## config.mk

```make
export PLATFORM = sky130hd
export DESIGN_NAME = fifo_rx
export DESIGN_NICKNAME = d
export VERILOG_FILES = /design/src/rtl/fifo_rx.sv
export SDC_FILE = /design/constraint.sdc
export NUM_CORES = 1
export LEC_CHECK = 0
export BUFFER_PORTS_ARGS = -buffer_cell sky130_fd_sc_hd__buf_2
export CORE_ASPECT_RATIO = 0.9
export CORE_MARGIN = 1
export CORE_UTILIZATION = 23
export CTS_CLUSTER_DIAMETER = 50
export CTS_CLUSTER_SIZE = 20
export DETAILED_ROUTE_END_ITERATION = 8
export HOLD_SLACK_MARGIN = 0.05
export PLACE_DENSITY = 0.41
export RECOVER_POWER = 50
export SLEW_MARGIN = 20
export SYNTH_ARGS = -nofsm -noshare
export SYNTH_HDL_FRONTEND = slang
export SYNTH_SLANG_ARGS = --single-unit
export TNS_END_PERCENT = 5
```

## constraint.sdc

```tcl
create_clock -name clk -period 2.6 [get_ports clk]
set_input_delay 0.13 -clock clk [delete_from_list [all_inputs] [get_ports clk]]
set_output_delay 0.13 -clock clk [all_outputs]
set_load 0.01 [all_outputs]
```

## src/rtl/fifo_rx.sv

```systemverilog
// Receive-side byte FIFO: packs demodulated bits LSB first into bytes, buffers them in a
// circular store and exposes them to the CPU through a zero-wait APB slave.
module fifo_rx #(
  parameter int DEPTH = 16,
  parameter int AW    = 4
) (
  input  logic          clk,
  input  logic          reset_n,
  input  logic [7:0]    paddr,
  input  logic          psel,
  input  logic          penable,
  input  logic          pwrite,
  input  logic [7:0]    pwdata,
  output logic [7:0]    prdata,
  output logic          pready,
  output logic          pslverr,
  input  logic          en_IQ,
  input  logic          frame_start,
  input  logic          data_in,
  input  logic          data_valid,
  output logic          irq,
  output logic [AW:0]   mem_state
);

  localparam logic [AW:0]   L_FULL    = (AW+1)'(DEPTH);
  localparam logic [AW:0]   L_CNT_ONE = (AW+1)'(1);
  localparam logic [AW-1:0] L_PTR_ONE = AW'(1);

  logic [7:0]    r_mem [DEPTH];
  logic [AW-1:0] r_wrPtr;
  logic [AW-1:0] r_rdPtr;
  logic [AW:0]   r_count;
  logic [2:0]    r_bitCnt;
  logic [7:0]    r_shift;
  logic          r_ovf;
  logic [7:0]    r_thresh;
  logic          r_irq;

  logic          w_access;
  logic          w_rdAccess;
  logic          w_wrAccess;
  logic          w_empty;
  logic          w_full;
  logic          w_pop;
  logic          w_flush;
  logic          w_clrOvf;
  logic          w_threshWr;
  logic          w_byteDone;
  logic [7:0]    w_byte;
  logic          w_pushReq;
  logic          w_push;
  logic          w_overflow;
  logic [AW:0]   w_countNext;

  assign w_access   = psel & penable;
  assign w_rdAccess = w_access & ~pwrite;
  assign w_wrAccess = w_access & pwrite;
  assign w_empty    = (r_count == '0);
  assign w_full     = (r_count == L_FULL);
  assign w_pop      = w_rdAccess & (paddr == 8'h00) & ~w_empty;
  assign w_flush    = w_wrAccess & (paddr == 8'h03) & pwdata[0];
  assign w_clrOvf   = w_wrAccess & (paddr == 8'h03) & pwdata[1];
  assign w_threshWr = w_wrAccess & (paddr == 8'h04);

  // The eighth bit completes the byte in the same edge it arrives, so it bypasses the shifter.
  assign w_byteDone = en_IQ & data_valid & ~frame_start & (r_bitCnt == 3'd7);
  assign w_byte     = {data_in, r_shift[6:0]};
  assign w_pushReq  = w_byteDone & ~w_flush;
  assign w_push     = w_pushReq & (~w_full | w_pop);
  assign w_overflow = w_pushReq & w_full & ~w_pop;

  always_comb begin
    w_countNext = r_count;
    if (w_flush)
      w_countNext = '0;
    else if (w_push && !w_pop)
      w_countNext = r_count + L_CNT_ONE;
    else if (w_pop && !w_push)
      w_countNext = r_count - L_CNT_ONE;
  end

  always_comb begin
    prdata  = 8'h00;
    pslverr = 1'b0;
    if (w_access) begin
      case (paddr)
        8'h00: begin
          if (pwrite || w_empty) pslverr = 1'b1;
          else                   prdata  = r_mem[r_rdPtr];
        end
        8'h01: begin
          if (pwrite) pslverr = 1'b1;
          else        prdata  = {4'b0000, r_irq, r_ovf, w_full, w_empty};
        end
        8'h02: begin
          if (pwrite) pslverr = 1'b1;
          else        prdata  = 8'(r_count);
        end
        8'h03: prdata = 8'h00;
        8'h04: begin
          if (!pwrite) prdata = r_thresh;
        end
        default: pslverr = 1'b1;
      endcase
    end
  end

  always_ff @(posedge clk) begin
    if (w_push)
      r_mem[r_wrPtr] <= w_byte;
  end

  always_ff @(posedge clk) begin
    if (!reset_n) begin
      r_bitCnt <= 3'd0;
      r_shift  <= 8'h00;
    end else if (w_flush || !en_IQ) begin
      r_bitCnt <= 3'd0;
      r_shift  <= 8'h00;
    end else if (frame_start) begin
      r_shift  <= {7'b0000000, data_in & data_valid};
      r_bitCnt <= data_valid ? 3'd1 : 3'd0;
    end else if (data_valid) begin
      r_shift[r_bitCnt] <= data_in;
      r_bitCnt          <= r_bitCnt + 3'd1;
    end
  end

  always_ff @(posedge clk) begin
    if (!reset_n) begin
      r_wrPtr <= '0;
      r_rdPtr <= '0;
      r_count <= '0;
    end else if (w_flush) begin
      r_wrPtr <= '0;
      r_rdPtr <= '0;
      r_count <= '0;
    end else begin
      if (w_push) r_wrPtr <= r_wrPtr + L_PTR_ONE;
      if (w_pop)  r_rdPtr <= r_rdPtr + L_PTR_ONE;
      r_count <= w_countNext;
    end
  end

  // A fresh overflow outranks a clear arriving in the same cycle.
  always_ff @(posedge clk) begin
    if (!reset_n) begin
      r_ovf    <= 1'b0;
      r_thresh <= 8'h01;
      r_irq    <= 1'b0;
    end else begin
      if (w_overflow)    r_ovf <= 1'b1;
      else if (w_clrOvf) r_ovf <= 1'b0;
      if (w_threshWr) r_thresh <= pwdata;
      r_irq <= (r_thresh != 8'h00) && (int'(w_countNext) >= int'(r_thresh));
    end
  end

  assign pready    = 1'b1;
  assign irq       = r_irq;
  assign mem_state = r_count;

endmodule

```

== Word-level counts from Yosys, hierarchy flattened ==
Memories as Yosys holds them, arrays and structs flattened. A register that Yosys moved wholly into a read port is not among the register bits.
Cells that the tools add are included.
Storage, ports and cells
  register bits: 34
  memories kept: 1
  output and inout bits: 16
  bits in writable memories: 128
  word-level logic and storage cells: 95
Memory list
  r_mem: depth 16, width 8, rd ports 1, clocked after Yosys merged registers in 1, write ports 1, RTL line 29  | logic [7:0] r_mem [DEPTH];
Cells by class
  add/subtract/negate cells: 5
  eq/ne operators: 6
  muxes and demuxes: 27
  order comparisons: 3
  bitwise logic cells: 25
  reductions and logical operators: 19
Operators by type and width (count)
  $pmux 8 s4: 1
  $mux 8: 3
  $mux 5: 4
  $and 1x1->1: 17
  $eq 8x2->1 const B: 2
  $mux 4: 3
  $mux 1: 11
  $add 4x1->4 const B: 2
  $bwmux 8: 1
  $eq 8x1->1 const B: 1
  $eq 8x3->1 const B: 1
  $ge 5x8->1: 1
  $logic_not 8->1: 1
  $reduce_bool 8->1: 1
  $reduce_or 2->1: 4
  $not 1->1: 7
  $mux 3: 2
  $add 5x1->5 const B: 1
  $eq 5x5->1 const B: 1
  $logic_not 5->1: 1
  $sub 5x1->5 const B: 1
  $logic_and 1x1->1: 4
  $lt 3x4->1 const B: 1
  $reduce_bool 2->1: 2
  other kinds (9): 12

== Depth between registers and ports, before layout ==
Gate-level depths: netlist of the first run.
  word-level depth: 14
  mapped depth: 13
  mapped depth without buffers: 13

== Worst setup path after synthesis of the first run ==
OpenSTA, ideal clock, no wires.
  path type: flip-flop to flip-flop
  start: reg r_count[0] (netlist: mem_state[0])
  end: reg r_irq (netlist: irq)
  path slack: -0.056 ns
  required time: 2.475 ns
  data arrival time: 2.531 ns
  period minus slack after synthesis: 2.656 ns
  stages on the path, launching flop included: 14
  cell sequence: dfxtp_1 inv_1 ha_1 nor4b_2 nor2_1 o2111ai_2 a21boi_2 mux2i_1 ha_1 nand2b_1 a21oi_1 nor2b_1 o21ai_0 a211oi_1
Between the ends
  cells in the longest elaborated chain, start to end: 12
  elaborated cells on any way between the ends: 18
  classes of those cells: add/sub (2); order compare (1); eq/ne (1); mux (3); bitwise (5); reduce/logical (6)
Ends and longest elaborated chain
  from (decl): RTL line 32  | logic [AW:0] r_count;
  from (signal assigned): RTL line 141  | r_count <= w_countNext;
  $logic_not 5->1: RTL line 58  | assign w_empty = (r_count == '0);
  $not 1->1: RTL line 60  | assign w_pop = w_rdAccess & (paddr == 8'h00) & ~w_empty;
  $and 1x1->1: RTL line 60
  $or 1x1->1: RTL line 69  | assign w_push = w_pushReq & (~w_full | w_pop);
  $and 1x1->1: RTL line 69
  $logic_not 1->1: RTL line 78  | else if (w_pop && !w_push)
  $logic_and 1x1->1: RTL line 78
  $mux 5: RTL line 78
  $mux 5 (*): RTL line 76  | else if (w_push && !w_pop)
  $mux 5 (*): RTL line 74  | if (w_flush)
  $ge 5x8->1 (*): RTL line 155  | r_irq <= (r_thresh != 8'h00) && (int'(w_countNext) >= int'(r_thresh));
  $logic_and 1x1->1 (*): RTL line 155
  to (signal assigned): RTL line 155
  to (decl): RTL line 37  | logic r_irq;
Mark *: on every way between the ends. The rest lies on a longest branch, timed or not.
A chain may end at the register's enable or synchronous reset.

==> flow_metrics.tcl, run 1 <==
set metrics [dict create \
    status "finished, final reports clean" \
    p_leak_uw 0.003126 \
    final_antenna_net_count 0 \
    drive_gt1_share_pct 31.45 \
    finalSetupTns_ps 0 \
    synth_simple_gate_area_share_pct 10.88 \
    dieWidth_um 190.6 \
    ys_seq_area_share_pct 62.27 \
    vdd_ir_drop_max_v 0.0002886 \
    route.detailed.drc 0 \
    p_per_area_nw_per_um2 578.3 \
    yosys_warnings 0 \
    grt_overflow 0 \
    final_cell_mix "128 x edfxtp_1, 49 x nor2_1, 46 x buf_4" \
    synth_top_family_by_area "multiplexers" \
    core_um2 31220 \
    synthCells 509 \
    synth_xor_area_share_pct 0.4759 \
    maxSlewHeadroom_pct 14.14 \
    synth_edf_count 128 \
    design.final.nets 647 \
    async_flop_share_pct 0 \
    grt_max_degree 30 \
    worstPathArrival_ps 2410 \
    clock_skew_ps 14.17 \
    ff_latch_area_um2 4592 \
    cap_violations 0 \
    worst-r2r-cell-count 9 \
    areaGrowthSynthToFinish_pct 26.48 \
    hold_class "input pin to register" \
    clk_latency_ps 430 \
    cts.sinks 165 \
    htree_levels 4 \
    numPortBuffers 39 \
    routed_wl_mm 19.32 \
    worstSetupEndpointType "primary output" \
    cts-root-buf "clkbuf_16" \
    syn_avg_cell_area_um2 14.46 \
    fin_util_pct 29.83 \
    synth-main-ff-cell "edfxtp_1" \
    clk_pin_slew_ps 70 \
    period_share_pct 97.61 \
    start_kind "register" \
    slowest_stage "mux4_2" \
    num_antenna_cells 0 \
    drt_iter0_markers 310 \
    multi_input_area_um2 2808 \
    synthMuxAreaShare_pct 14.73 \
    start_util_pct 23.58 \
    grt_pass1_vias 4736 \
    cts_made_buffers 17 \
    antenna_found_initial 1 \
    synthAdderAreaFrac_pct 2.685 \
    die-area_um2 32730 \
    whs_ps 74.09 \
    crit_buf_inv 3 \
    worstMarginPinSlew_ps 1288 \
    cp_data_required_time_ps 2470 \
    fillCellCount 3082 \
    gp_congestion 0.8733 \
    cp_cell_sequence "clkbuf_16 > buf_4 > mux4_2 > mux2i_4 > a21oi_2 > a22o_1 > buf_2" \
    hpwl_mm 13.17 \
    clk_path_buf_depth 2 \
    vias_per_cell 4.510 \
    critPathTopFamily "multiplexers" \
    fp-row-count 61 \
    synth_compound_area_share_pct 6.526 \
    max_freq_mhz 394.0 \
    cp.depth 7 \
    fp.dieH_um 171.7 \
    setup.worst_path.class "register to primary output" \
    rsz0062_at_grt "yes" \
    ys_types 65 \
    synth-seq-cells 165 \
    worstHoldPathCells 3 \
    io_pins 41 \
    period_needed_ps 2538 \
    cts_tree "yes" \
    crit_fanout 8 \
    finalPower_uw 5384 \
    slew_viol_final 0 \
    vias 4641 \
    synthesis.area_um2 7362 \
    synth_fp_nets 549 \
    cpPeakStageDelay_ps 530 \
    first_pass_iters 6 \
    track_usage_pct 12.26 \
    hold_viol 0 \
    finalSetupViolCount 0 \
    wire_per_inst_um 18.77 \
    final_common_cell "edfxtp_1" \
    grt_pass1_wl_mm 29.12 \
]
-- worst paths after layout --
kind	start	end	slack [ps]
max	register	prdata[6]	60
min	frame_start	r_shift[0]$_SDFFE_PP0P_	70
max reg2reg	mem_state[4]$_SDFF_PP0_	irq$_SDFF_PN0_	110
min reg2reg	r_ovf$_SDFFE_PN0P_	r_ovf$_SDFFE_PN0P_	510
-- logic make-up after synthesis --
family,after synthesis
other,1
and+or+nand+nor,148
muxes,68
buffers and inverters,38
DFF,165
AOI/OAI and AO/OA,69
adders and majority gates,16
xor gates and xnor gates,4
-- tightest hold or removal path, delay by kind of cell --
| kind | cells | cell delay [ps] |
|---|---|---|
| compound gates | 2 | 210 |
| buf+inv | 1 | 120 |
-- registers in the layout, indices dropped and copies added, names as in the netlist, named ones only --
signal,cells
r_thresh,8
r_rdPtr,4
mem_state,5
r_ovf,1
r_bitCnt,3
r_wrPtr,4
r_mem,128
r_shift,7
irq,1
-- power by group --
part	leakage, uW	total [uW]	switching (uW)	internal (uW)
logic	0.00141	112	67.2	44.8
clock network	0.000281	2460	1180	1290
registers	0.00144	2810	3.30	2810
-- cell type report --
cell class                 count  share of cell area (%)
clock inverter                15                   1.666
inverter                      13                  0.5241
timing repair buffer         104                   8.277
multi-input combinational    306                   30.15
clock buffer                  17                   4.569
sequential                   165                   49.31
tap                          409                   5.496
-- synth_stat cells (5+ instances only) --
master | instances | area (um^2)
edfxtp_1 | 128 | 3844
nor2_1 | 50 | 187.7
dfxtp_1 | 37 | 740.7
mux2i_1 | 33 | 330.3
mux4_2 | 32 | 720.7
nand2_1 | 22 | 82.58
a21oi_1 | 20 | 100.1
ha_1 | 15 | 187.7
clkbuf_1 | 12 | 45.04
inv_1 | 12 | 45.04
nand3_1 | 12 | 60.06
nor3_1 | 11 | 55.05
nand2b_1 | 9 | 56.30
nor2b_1 | 9 | 56.30
buf_2 | 8 | 40.04
a211oi_1 | 7 | 52.55
a22oi_1 | 6 | 45.04
o21ai_0 | 6 | 30.03
a22o_1 | 5 | 43.79
-- metal layers --
metal,vias up,wire length [um],global-route usage (%)
li1,2185,-,-
met5,-,8,0
met2,97,9325,19.94
met4,2,213,3.826
met3,13,662,2.734
met1,2344,9108,16.17
-- metrics by stage --
stage / setup slack, ps / instances / instance area (um^2)
after floorplan: 61.40 / 509 / 7371
after global placement: 56.08 / 977 / 8328
after detailed placement: 16.67 / 977 / 8328
after CTS: -22.36 / 1020 / 9079
after global routing: -128.1 / 1029 / 9311
final: 62.05 / 1029 / 9311
-- repair_timing --
| item | 4_1_cts | 5_1_grt |
|---|---|---|
| hold buffers | 10 | 0 |
| setup endpoints to repair | 9 | 8 |
| gates cloned | 1 | 1 |
| endpoints found under the hold margin | 10 | 0 |
| gates resized for setup | 9 | 33 |
| pin swaps | 0 | 13 |
| buffers inserted | 0 | 8 |
Note: power is estimated with default switching activity, not from simulation.
==> run 2: changes to the inputs <==
--- a/config.mk
+++ b/config.mk
@@ -6,7 +6,7 @@
 export NUM_CORES = 1
 export LEC_CHECK = 0
 export BUFFER_PORTS_ARGS = -buffer_cell sky130_fd_sc_hd__buf_2
-export CORE_ASPECT_RATIO = 0.9
+export CORE_ASPECT_RATIO = 2
 export CORE_MARGIN = 1
 export CORE_UTILIZATION = 23
 export CTS_CLUSTER_DIAMETER = 50
==> run 2 against run 1 <==
First-iteration DRC count decreased by 25%. Global-route usage increased by 1.7 points. Critical path type unchanged. Highest routed layer is now met4. Largest power group unchanged. Clock power increased by 4%. Sequential cell count stayed put. Largest cell class unchanged. Sequential share of layout area rose by 0.31 points.
==> flow_metrics.tcl, run 2 (synthesized netlist as in run 1, its figures left out) <==
set metrics [dict create \
    start_util_pct 23.34 \
    fp.dieH_um 255.0 \
    vdd_ir_drop_max_v 0.0004184 \
    die-area_um2 32770 \
    clk_latency_ps 440 \
    cts.sinks 165 \
    cts_tree "yes" \
    drt_iter0_markers 234 \
    routed_wl_mm 21.40 \
    cts-root-buf "clkbuf_16" \
    antenna_found_initial 0 \
    vias 4723 \
    setup.worst_path.class "register to primary output" \
    timing.rr.start "mem_state[0]$_SDFF_PP0_" \
    finalSetupViolCount 0 \
    worstSetupEndpointType "primary output" \
    route.detailed.drc 0 \
    clock_skew_ps 8.430 \
    met1_usage_pct 11.92 \
    grt_use_met3_pct 2.508 \
    dieWidth_um 128.5 \
    rsz0062_at_grt "yes" \
    fp-row-count 92 \
    cp_data_required_time_ps 2470 \
    hpwl_mm 15.89 \
    track_usage_pct 13.98 \
    htree_levels 4 \
    hold_class "input pin to register" \
    gp_congestion 0.8318 \
    wire_per_inst_um 20.36 \
    dp_slack_ps -18.79 \
    worstMarginPinSlew_ps 1127 \
    grt_pass1_vias 5255 \
    final_cell_mix "128 x edfxtp_1, 52 x buf_4, 49 x nor2_1" \
    hold_end "r_ovf$_SDFFE_PN0P_" \
    p_leak_uw 0.003151 \
    reg2reg_slack_ps 120 \
    slew_viol_final 0 \
    crit_fanout 12 \
    worst-r2r-cell-count 11 \
    design.final.nets 655 \
    max_freq_mhz 397.6 \
    fillCellCount 3244 \
    largest_reg_flops 128 \
    top_usage_layer "met2" \
    grt_overflow 0 \
    period_share_pct 96.72 \
    drive_gt1_share_pct 29.30 \
    whs_ps 122.6 \
    fin_util_pct 29.31 \
    num_antenna_cells 0 \
    first_pass_iters 6 \
    status "finished, final reports clean" \
    worstPathArrival_ps 2380 \
    final_common_cell "edfxtp_1" \
    numPortBuffers 39 \
    slowest_stage "mux4_2" \
    final_antenna_net_count 0 \
    start_kind "register" \
    hold_viol 0 \
    top_register "r_mem" \
    grt_max_degree 30 \
    cpPeakStageDelay_ps 520 \
    cts_made_buffers 17 \
    reg_top3 "r_mem: 128 flops, r_thresh: 8 flops, r_shift: 7 flops" \
    areaGrowthSynthToFinish_pct 25.58 \
    cap_violations 0 \
    gr-usage-met2_pct 29.07 \
    clk_pin_slew_ps 70 \
    r2r-end "irq$_SDFF_PN0_" \
    finalSetupTns_ps 0 \
    worstHoldPathCells 4 \
    p_per_area_nw_per_um2 594.3 \
    finalPower_uw 5495 \
    clk_path_buf_depth 2 \
    vias_per_cell 4.494 \
    io_pins 41 \
    period_needed_ps 2515 \
    maxSlewHeadroom_pct 24.88 \
    setup_ws_ps 85.21 \
    min_from "penable" \
    grt_pass1_wl_mm 32.02 \
    cp_cell_sequence "bufbuf_16 > mux4_2 > a211oi_2 > a21oi_1 > a22o_1 > buf_2" \
    core_um2 31540 \
]
[run 2: cell count changes in the layout (fill, tap and decap cells not counted), sizes merged]
cell	previous run	this run
inv	21	22
bufbuf	0	1
clkinv	5	4
dlygate4sd3	10	12
buf	86	91
clkinvlp	2	1
bufinv	0	1
[run 2: cell type report]
class	instances	area [um^2]	share of cell area [%]
clock buffers	17	425.4	4.601
clock inverters	15	173.9	1.881
inverters	13	48.80	0.5278
multi-input cells	306	2666	28.84
flip-flops and latches	165	4588	49.63
well taps	423	529.3	5.725
repair buffers	112	813.3	8.797
[run 2: metal layers]
layer / up-vias / wire [um]
met1: 2371 / 7014
met3: 41 / 519
met4: 0 / 928
met2: 114 / 12930
li1: 2197 / -
met5: - / 0
[run 2: how the worst max path moves through the flow]
stage                                end  slack, ps                      from
after detailed placement  irq$_SDFF_PN0_        -20  r_bitCnt[1]$_SDFFE_PP0P_
final                          prdata[1]         90                  register
after global placement    irq$_SDFF_PN0_         70                  paddr[5]
after global routing      irq$_SDFF_PN0_        -40  r_bitCnt[1]$_SDFFE_PP0P_
after CTS                 irq$_SDFF_PN0_         -5  r_bitCnt[1]$_SDFFE_PP0P_
after floorplan           irq$_SDFF_PN0_         60   mem_state[0]$_SDFF_PP0_
[run 2: critical path, delay by kind of cell, from the launching register on]
kind	cells	cell delay (ps)
AO/OA/AOI/OAI	3	540
buffers and inverters	2	470
multiplexers	1	520
flip-flops	1	410
[run 2: what timing repair did]
| action | CTS | global route |
|---|---|---|
| resized for setup | 4 | 12 |
| buffers inserted | 0 | 1 |
| hold buffers | 12 | 0 |
| pin swaps | 1 | 4 |
| cloned | 1 | 0 |
| endpoints found under the setup margin | 5 | 36 |
| hold endpoints to repair | 10 | 0 |
[run 2: report_power, final]
part,switching [uW],leakage [uW],internal [uW],total (uW)
logic,66.5,0.00142,47.7,114
clock network,1190,0.000292,1380,2570
registers,3.41,0.00143,2810,2810
[run 2: through the flow]
| stage | cells | instance area (um^2) |
|---|---|---|
| finish | 1051 | 9245 |
| global route | 1051 | 9245 |
| CTS | 1050 | 9220 |
| detailed placement | 1005 | 8451 |
| global placement | 1005 | 8451 |
| floorplan | 509 | 7371 |
